File: config.mk
export PLATFORM = sky130hd
export DESIGN_NAME = spi_cmd_ctrl
export DESIGN_NICKNAME = d
export VERILOG_FILES = /design/src/rtl/spi_cmd_pkg.sv /design/src/rtl/spi_cmd_ctrl_wb_timeout.sv /design/src/rtl/spi_cmd_ctrl.sv
export SDC_FILE = /design/constraint.sdc
export NUM_CORES = 1
export LEC_CHECK = 0
export ABC_AREA = 1
export BUFFER_PORTS_ARGS = -buffer_cell sky130_fd_sc_hd__buf_2
export CAP_MARGIN = 0
export CORE_MARGIN = 2
export CORE_UTILIZATION = 49
export CTS_BUF_LIST = sky130_fd_sc_hd__clkbuf_4 sky130_fd_sc_hd__clkbuf_8 sky130_fd_sc_hd__clkbuf_16
export CTS_CLUSTER_SIZE = 8
export DETAILED_ROUTE_END_ITERATION = 16
export HOLD_SLACK_MARGIN = 0.05
export PLACE_DENSITY = 0.77
export SLEW_MARGIN = 15
export SYNTH_ARGS = -nofsm -noshare
export SYNTH_HDL_FRONTEND = slang
export SYNTH_HIERARCHICAL = 1
export SYNTH_SLANG_ARGS = --single-unit
File: constraint.sdc
create_clock -name clk_i -period 1.2 [get_ports clk_i]
set_input_delay 0 -clock clk_i [delete_from_list [all_inputs] [get_ports clk_i]]
set_output_delay 0 -clock clk_i [all_outputs]
set_load 0.02 [all_outputs]
File: src/rtl/spi_cmd_pkg.sv
// Shared opcode, state and constant definitions for the SPI command sequencer.
package spi_cmd_pkg;

  localparam int OP_MSB  = 7;
  localparam int OP_LSB  = 6;
  localparam int A16_BIT = 0;
  localparam logic [7:0] TIMEOUT_FILL = 8'hFF;

  typedef enum logic [1:0] {
    WRITE_AT   = 2'b00,
    READ_AT    = 2'b01,
    WRITE_NEXT = 2'b10,
    READ_NEXT  = 2'b11
  } op_t;

  // Raw encodings kept as plain constants so checkers can compare against bits.
  localparam logic [2:0] ST_IDLE    = 3'd0;
  localparam logic [2:0] ST_ADDR_HI = 3'd1;
  localparam logic [2:0] ST_ADDR_LO = 3'd2;
  localparam logic [2:0] ST_DATA    = 3'd3;
  localparam logic [2:0] ST_WB_WR   = 3'd4;
  localparam logic [2:0] ST_WB_RD   = 3'd5;
  localparam logic [2:0] ST_DRAIN   = 3'd6;

  typedef enum logic [2:0] {
    IDLE    = ST_IDLE,
    ADDR_HI = ST_ADDR_HI,
    ADDR_LO = ST_ADDR_LO,
    DATA    = ST_DATA,
    WB_WR   = ST_WB_WR,
    WB_RD   = ST_WB_RD,
    DRAIN   = ST_DRAIN
  } state_t;

  function automatic logic op_is_read(input op_t op);
    return op[0];
  endfunction

endpackage

File: src/rtl/spi_cmd_ctrl_wb_timeout.sv
// Ack watchdog: counts clocks while a Wishbone cycle waits and pulses on expiry.
module wb_timeout #(
  parameter int CYCLES = 15
) (
  input  logic clk_i,
  input  logic rst_ni,
  input  logic run_i,
  output logic expired_o
);

  localparam int CW = $clog2(CYCLES + 1);

  logic [CW-1:0] cnt_q, cnt_d;

  always_comb begin
    cnt_d = run_i ? cnt_q + CW'(1) : '0;
  end

  // Fires on the last allowed waiting clock so cyc drops after exactly CYCLES clocks.
  assign expired_o = run_i && (cnt_q == CW'(CYCLES - 1));

  always_ff @(posedge clk_i) begin
    if (!rst_ni) cnt_q <= '0;
    else         cnt_q <= cnt_d;
  end

endmodule

File: src/rtl/spi_cmd_ctrl.sv
// SPI byte stream to Wishbone master sequencer with address auto-increment.
// Optional ack timeout enabled by defining SPI_CMD_TIMEOUT_EN.
module spi_cmd_ctrl
  import spi_cmd_pkg::*;
#(
  parameter int ADDR_WIDTH     = 17,
  parameter int DATA_WIDTH     = 8,
  parameter int TIMEOUT_CYCLES = 15
) (
  input  logic                  clk_i,
  input  logic                  rst_ni,
  input  logic                  spi_cs_ni,
  input  logic                  rx_valid_i,
  input  logic [DATA_WIDTH-1:0] rx_data_i,
  output logic [DATA_WIDTH-1:0] tx_data_o,
  output logic [ADDR_WIDTH-1:0] wb_adr_o,
  output logic [DATA_WIDTH-1:0] wb_dat_o,
  input  logic [DATA_WIDTH-1:0] wb_dat_i,
  output logic                  wb_we_o,
  output logic                  wb_cyc_o,
  output logic                  wb_stb_o,
  input  logic                  wb_ack_i,
  output logic                  busy_o,
  output logic                  overrun_o
);

  state_t                state_q, state_d;
  op_t                   op_q, op_d;
  logic                  a16_q, a16_d;
  logic [DATA_WIDTH-1:0] ahi_q, ahi_d;
  logic [ADDR_WIDTH-1:0] adr_q, adr_d;
  logic [DATA_WIDTH-1:0] dat_q, dat_d;
  logic [DATA_WIDTH-1:0] tx_q, tx_d;
  logic                  cyc_q, cyc_d;
  logic                  we_q, we_d;
  logic                  ovr_q, ovr_d;
  logic                  cs_q, cs_d;

  logic byte_ok;
  logic wb_done;
  logic tmo_expired;

`ifdef SPI_CMD_TIMEOUT_EN
  wb_timeout #(
    .CYCLES(TIMEOUT_CYCLES)
  ) u_wb_timeout (
    .clk_i     (clk_i),
    .rst_ni    (rst_ni),
    .run_i     (cyc_q && !wb_ack_i),
    .expired_o (tmo_expired)
  );
`else
  localparam int timeout_unused = TIMEOUT_CYCLES;
  assign tmo_expired = 1'b0;
`endif

  always_comb begin
    state_d = state_q;
    op_d    = op_q;
    a16_d   = a16_q;
    ahi_d   = ahi_q;
    adr_d   = adr_q;
    dat_d   = dat_q;
    tx_d    = tx_q;
    cyc_d   = cyc_q;
    we_d    = we_q;
    ovr_d   = ovr_q;
    cs_d    = spi_cs_ni;

    // A byte on the same clock as chip select rising is ignored.
    byte_ok = rx_valid_i && !spi_cs_ni;
    wb_done = cyc_q && (wb_ack_i || tmo_expired);

    if (cs_q && !spi_cs_ni) ovr_d = 1'b0;

    case (state_q)
      IDLE: begin
        if (byte_ok) begin
          op_d  = op_t'(rx_data_i[OP_MSB:OP_LSB]);
          a16_d = rx_data_i[A16_BIT];
          case (op_t'(rx_data_i[OP_MSB:OP_LSB]))
            WRITE_AT, READ_AT: state_d = ADDR_HI;
            WRITE_NEXT:        state_d = DATA;
            default: begin
              state_d = WB_RD;
              cyc_d   = 1'b1;
              we_d    = 1'b0;
            end
          endcase
        end
      end
      ADDR_HI: begin
        if (spi_cs_ni) state_d = IDLE;
        else if (byte_ok) begin
          ahi_d   = rx_data_i;
          state_d = ADDR_LO;
        end
      end
      ADDR_LO: begin
        if (spi_cs_ni) state_d = IDLE;
        else if (byte_ok) begin
          adr_d = ADDR_WIDTH'({a16_q, ahi_q, rx_data_i});
          if (op_q == WRITE_AT) state_d = DATA;
          else begin
            state_d = WB_RD;
            cyc_d   = 1'b1;
            we_d    = 1'b0;
          end
        end
      end
      DATA: begin
        if (spi_cs_ni) state_d = IDLE;
        else if (byte_ok) begin
          cyc_d = 1'b1;
          if (op_is_read(op_q)) begin
            state_d = WB_RD;
            we_d    = 1'b0;
          end else begin
            dat_d   = rx_data_i;
            state_d = WB_WR;
            we_d    = 1'b1;
          end
        end
      end
      WB_WR, WB_RD, DRAIN: begin
        if (byte_ok) ovr_d = 1'b1;
        if (wb_done) begin
          cyc_d = 1'b0;
          we_d  = 1'b0;
          adr_d = adr_q + ADDR_WIDTH'(1);
          if (wb_ack_i) begin
            if (!we_q) tx_d = wb_dat_i;
          end else begin
            if (!we_q) tx_d = DATA_WIDTH'(TIMEOUT_FILL);
            ovr_d = 1'b1;
          end
          state_d = (spi_cs_ni || state_q == DRAIN) ? IDLE : DATA;
        end else if (spi_cs_ni) begin
          state_d = DRAIN;
        end
      end
      default: state_d = IDLE;
    endcase
  end

  always_ff @(posedge clk_i) begin
    if (!rst_ni) begin
      state_q <= IDLE;
      op_q    <= WRITE_AT;
      a16_q   <= 1'b0;
      ahi_q   <= '0;
      adr_q   <= '0;
      dat_q   <= '0;
      tx_q    <= '0;
      cyc_q   <= 1'b0;
      we_q    <= 1'b0;
      ovr_q   <= 1'b0;
      cs_q    <= 1'b1;
    end else begin
      state_q <= state_d;
      op_q    <= op_d;
      a16_q   <= a16_d;
      ahi_q   <= ahi_d;
      adr_q   <= adr_d;
      dat_q   <= dat_d;
      tx_q    <= tx_d;
      cyc_q   <= cyc_d;
      we_q    <= we_d;
      ovr_q   <= ovr_d;
      cs_q    <= cs_d;
    end
  end

  assign tx_data_o = tx_q;
  assign wb_adr_o  = adr_q;
  assign wb_dat_o  = dat_q;
  assign wb_we_o   = we_q;
  assign wb_cyc_o  = cyc_q;
  assign wb_stb_o  = cyc_q;
  assign busy_o    = cyc_q;
  assign overrun_o = ovr_q;

endmodule

# [After elaboration in Yosys (flattened, before gate mapping)]
# Index checks and enable logic that the tools add are counted.
[totals] output_inout_bits=38 register_bits=51
[classes] reduce_logical=20 bitwise=3 eq_ne=20 addsub=1 muxes=44
[op_table] cell="two-way mux 17 bit" n=3
[op_table] cell="one-hot mux 17 bit (2 select lines)" n=1
[op_table] cell="two-way mux 3 bit" n=10
[op_table] cell="two-way mux 8 bit" n=3
[op_table] cell="two-way mux 1 bit" n=22
[op_table] cell="adder 17 x 1 -> 17 bit (second input constant)" n=1
[op_table] cell="inequality test 2 bit (second input constant)" n=8
[op_table] cell="one-hot mux 3 bit (5 select lines)" n=1
[op_table] cell="inequality test 3 bit (second input constant)" n=4
[op_table] cell="== test 3 bit (second input constant)" n=3
[op_table] cell="AND reduction 9 bit" n=1
[op_table] cell="one-hot mux 1 bit (4 select lines)" n=2
[op_table] cell="AND reduction 4 bit" n=2
[op_table] cell="== test 3 x 2 -> 1 bit (second input constant)" n=2
[op_table] cell="one-hot mux 3 bit (2 select lines)" n=1
[op_table] cell="AND reduction 3 bit" n=2
[op_table] cell="OR reduction 3 bit" n=2
[op_table] cell="AND reduction 5 bit" n=1
[op_table] cell="zero test 2 bit" n=2
[op_table] cell="nonzero test 4 bit" n=1
[op_table] cell="== test 3 x 1 -> 1 bit (second input constant)" n=1
[op_table] cell="logical AND 1 bit" n=3
[op_table] cell="zero test 3 bit" n=1
[op_table] cell="inverter 1 bit" n=3
[op_table] cell="other kinds (8)" n=8

# [Logic depth before layout (Yosys ltp)]
[depth] depth_word=7 mapped_depth=11

# [Worst setup path before layout]
# Ideal clock, no wire load.
[synth_timing] path_type="register to register" startpoint="register adr_q[0], in the netlist wb_adr_o[0]" endpoint="register adr_q[8], in the netlist wb_adr_o[8]" arrival_time_ns=1.402 stages_incl_launch_ff=10 n_path_buf=0 setup_time_ns=0.071 period_less_slack_ns=1.473 path_slack_ns=-0.273 required_ns=1.129 path_cell_list="dfxtp_1 ha_1 nand2_1 nor2_1 nand2_1 nor2_2 inv_1 o21ai_1 nand2_1 a21oi_1"
[synth_between] elab_chain_cells=3
[synth_rtl] item="start: declaration" line_no="spi_cmd_ctrl.sv:31" text="logic [ADDR_WIDTH-1:0] adr_q, adr_d;"
[synth_rtl] item="start signal: assignment" line_no="spi_cmd_ctrl.sv:164" text="adr_q <= adr_d;"
[synth_rtl] item="adder 17 x 1 -> 17 bit" line_no="spi_cmd_ctrl.sv:130" text="adr_d = adr_q + ADDR_WIDTH'(1);"
[synth_rtl] item="two-way mux 17 bit" line_no="spi_cmd_ctrl.sv:127" text="if (wb_done) begin"
[synth_rtl] item="one-hot mux 17 bit (2 select lines)" line_no="spi_cmd_ctrl.sv:76" text="case (state_q)"
# Every way passes these cells. The select of a mux whose other input is x is not followed.
# A chain may end at the register's enable or synchronous reset.

# [Worst setup path after layout]
# Ends and elaborated chain as after synthesis.

==> out/qor.yml <==
run_status:
  outcome: "complete, but fails checks"
  failed_checks: "setup timing"
timing:
  slew_headroom_pct: 70.6
  fin_hold_ws_ns: 0.184
  rsz0062_at_grt: "yes"
  fin_ws_ns: -0.212
  worst_pin_slew_ns: 0.440
  slew_violations: 0
  layout_min_cycle_time_ns: 1.41
  hold_viol_final: 0
  clock.fmax_ghz: 0.708
  setup_viol_count_final: 47
  period_share_pct: 118
  skew_ns: 0.0154
synthesis:
  synth_fp_nets: 424
  ys_seq_elements: 51
  async_reset_ff_share_pct: 0
  synth.top_cell.area_share_pct: 38.1
  syn_inst: 402
  syn_area_per_cell_um2: 6.66
  synthFlopType: "dfxtp_1"
  syn-cell-area_mm2: 0.00268
  synth_warnings: 6
  synth_seq_area_share_pct: 38.1
  synth_area_leader_cell: "dfxtp_1"
  yosysUniqueCellTypes: 33
  synth_area_leaders: "dfxtp_1 38%, nand2_1 13%, a21oi_1 7.8%"
  synth_edf_count: 0
layout:
  fillers: 310
  final_cell_mix: "90 x nand2_1, 58 x buf_2, 56 x buf_4, 38 x dfxtp_1, 37 x inv_1"
  layout_commonest_cell: "nand2_1"
  antenna_cells: 0
  fin_nets: 563
  fin_util_pct: 82.8
  drive_gt1_share_pct: 46.7
  syn_to_final_growth_pct: 60.9
floorplanning:
  core_mm2: 0.00520
  fp-row-count: 26
  die_w_um: 77.9
  dieArea_mm2: 0.00607
  ios: 59
  start_util_pct: 51.5
  die_y_um: 77.9
power_and_ir_drop:
  powerDensity_mw_per_mm2: 1350
  p_leak_nw: 1.90
  peakVddDrop_mv: 1.18
  total_power_mw: 5.82
routing:
  first_pass_iters: 6
  wl_met3_um: 711
  vias: 3412
  wirelength_mm: 10.1
  wl_per_cell_um: 16.4
  drt_iter0_drc: 324
  post_drt_via_cell_ratio: 5.58
  final_antenna_net_count: 0
  route.top_layer_used: "met4"
  drcViolationCount: 0
  wl_met1_mm: 3.92
  dr_wl_met2_mm: 5.04
worst_setup_path:
  path_buf_inv: 1
  critPathTopFamily: "simple AND/OR/NAND/NOR gates"
  slowest_stage: "dfxtp_4"
  cpMostUsedCell: "nor2_4"
  crit_type: "reg -> reg"
  crit_path_end_kind: "register"
  crit_arrival_ns: 1.65
  cp_cell_sequence: "ha_4 -> nand2_2 -> nor2_4 -> nand2_4 -> nor2_4 -> inv_1 -> o21ai_1 -> nand2_1 -> a21oi_1"
  critPathMaxFanout: 4
  setup.worst_path.start_class: "register"
  required_ns: 1.44
  cpPeakStageDelay_ns: 0.39
run:
  cap_viol_max_count: 0
clocking:
  worstSkewPairLatency_ns: 0.32
  cts_sinks: 51
  clockBufferDepth: 2
  numCtsBuffers: 5
  htree_levels: 2
  path_clk_slew_ns: 0.11
  cts_root_buf: "clkbuf_8"
  tritoncts: "built"
grt:
  grt.total_usage_pct: 29.5
  first_global_vias: 3102
  grt_overflow: 0
  antenna_found_initial: 0
  grt_max_degree: 27
  grt_pass1_wl_mm: 14.3
place:
  dp_hpwl_mm: 5.32
  place_congestion: 0.914
  dp_slack_ns: -0.296
  port_buffers: 58
min_path:
  min-delay-path-class: "in -> reg"
## what timing repair did
item / 4_1_cts / 5_1_grt
gates cloned: 4 / 0
buffers inserted: 9 / 6
hold buffers: 17 / 0
setup endpoints to repair: 50 / 50
resized for setup: 59 / 91
pin swaps: 12 / 27
hold endpoints to repair: 27 / 0
## power breakdown
part           switching [mW]  leakage (nW)  total, mW  internal [mW]
clock                   0.618        0.0483       1.03          0.412
sequential              0.225         0.420       2.10           1.88
combinational            1.52          1.43       2.69           1.16
## cells in the mapped netlist (all sizes together), types with 2 or more instances
cell type / number
a31oi: 2
o21ai: 50
a21oi: 44
nand3: 20
nor3: 4
clkbuf: 4
inv: 47
nand4: 4
nand2: 102
dfxtp: 51
buf: 11
or2: 3
nor2: 53
## routing by layer
metal | vias up | global-route usage (%)
li1 | 1587 | -
met2 | 195 | 52.2
met1 | 1592 | 35.4
met4 | 0 | 11.6
met3 | 38 | 5.00
met5 | - | 0
## worst reg2reg max path, delay by kind of cell, from the launching register on
| family | cells | cell delay [ns] |
|---|---|---|
| flops | 1 | 0.39 |
| compound gates | 2 | 0.28 |
| simple gates | 5 | 0.46 |
| fa+ha+maj | 1 | 0.15 |
| buf+inv | 1 | 0.05 |
## stage by stage
stage          cells  cell area [um^2]  TNS (ns)
2_1_floorplan    402              2740    -0.830
3_3_place_gp     570              3440     -4.11
3_5_place_dp     570              3440     -6.07
4_1_cts          608              4030     -3.69
5_1_grt          612              4310     -9.09
6_report         612              4310     -6.64
## state kept, by name (all words and copies together), names as in the netlist, 2 cells and up
register	cells
wb_dat_o	8
op_q	2
ahi_q	8
state_q	3
wb_adr_o	17
tx_data_o	8
## cell type report
class | count | area [um^2] | area share [%]
Sequential cell | 51 | 1050 | 24.4
Clock inverter | 3 | 18.8 | 0.435
Tap cell | 70 | 87.6 | 2.03
Clock buffer | 5 | 68.8 | 1.60
Inverter | 48 | 205 | 4.76
Timing Repair Buffer | 144 | 1060 | 24.5
Multi-Input combinational cell | 291 | 1820 | 42.3
## path summary, 6_finish.rpt
check / startpoint / endpoint / slack (ns) / depth (start not counted)
setup reg to reg: wb_adr_o[0]$_SDFFE_PN0P_ / wb_adr_o[8]$_SDFFE_PN0P_ / -0.21 / 9
setup / recovery: wb_adr_o[0]$_SDFFE_PN0P_ / wb_adr_o[8]$_SDFFE_PN0P_ / -0.21 / 9
hold reg to reg: wb_dat_o[1]$_SDFFE_PN0P_ / wb_dat_o[1]$_SDFFE_PN0P_ / 0.45 / 2
hold / removal: spi_cs_ni / cs_q$_SDFF_PN1_ / 0.18 / 3
## cell families after synthesis
kind of cell               count (synthesis)  synth area share [%]
and+or+nand+nor                          187                  30.7
AOI/OAI and AO/OA                         99                  19.5
buffers and inverters                     63                  10.8
DFF                                       51                  38.1
xor gates and xnor gates                   1                 0.327
adders and majority gates                  1                 0.467
No activity file was read; power rests on OpenSTA's default activity.
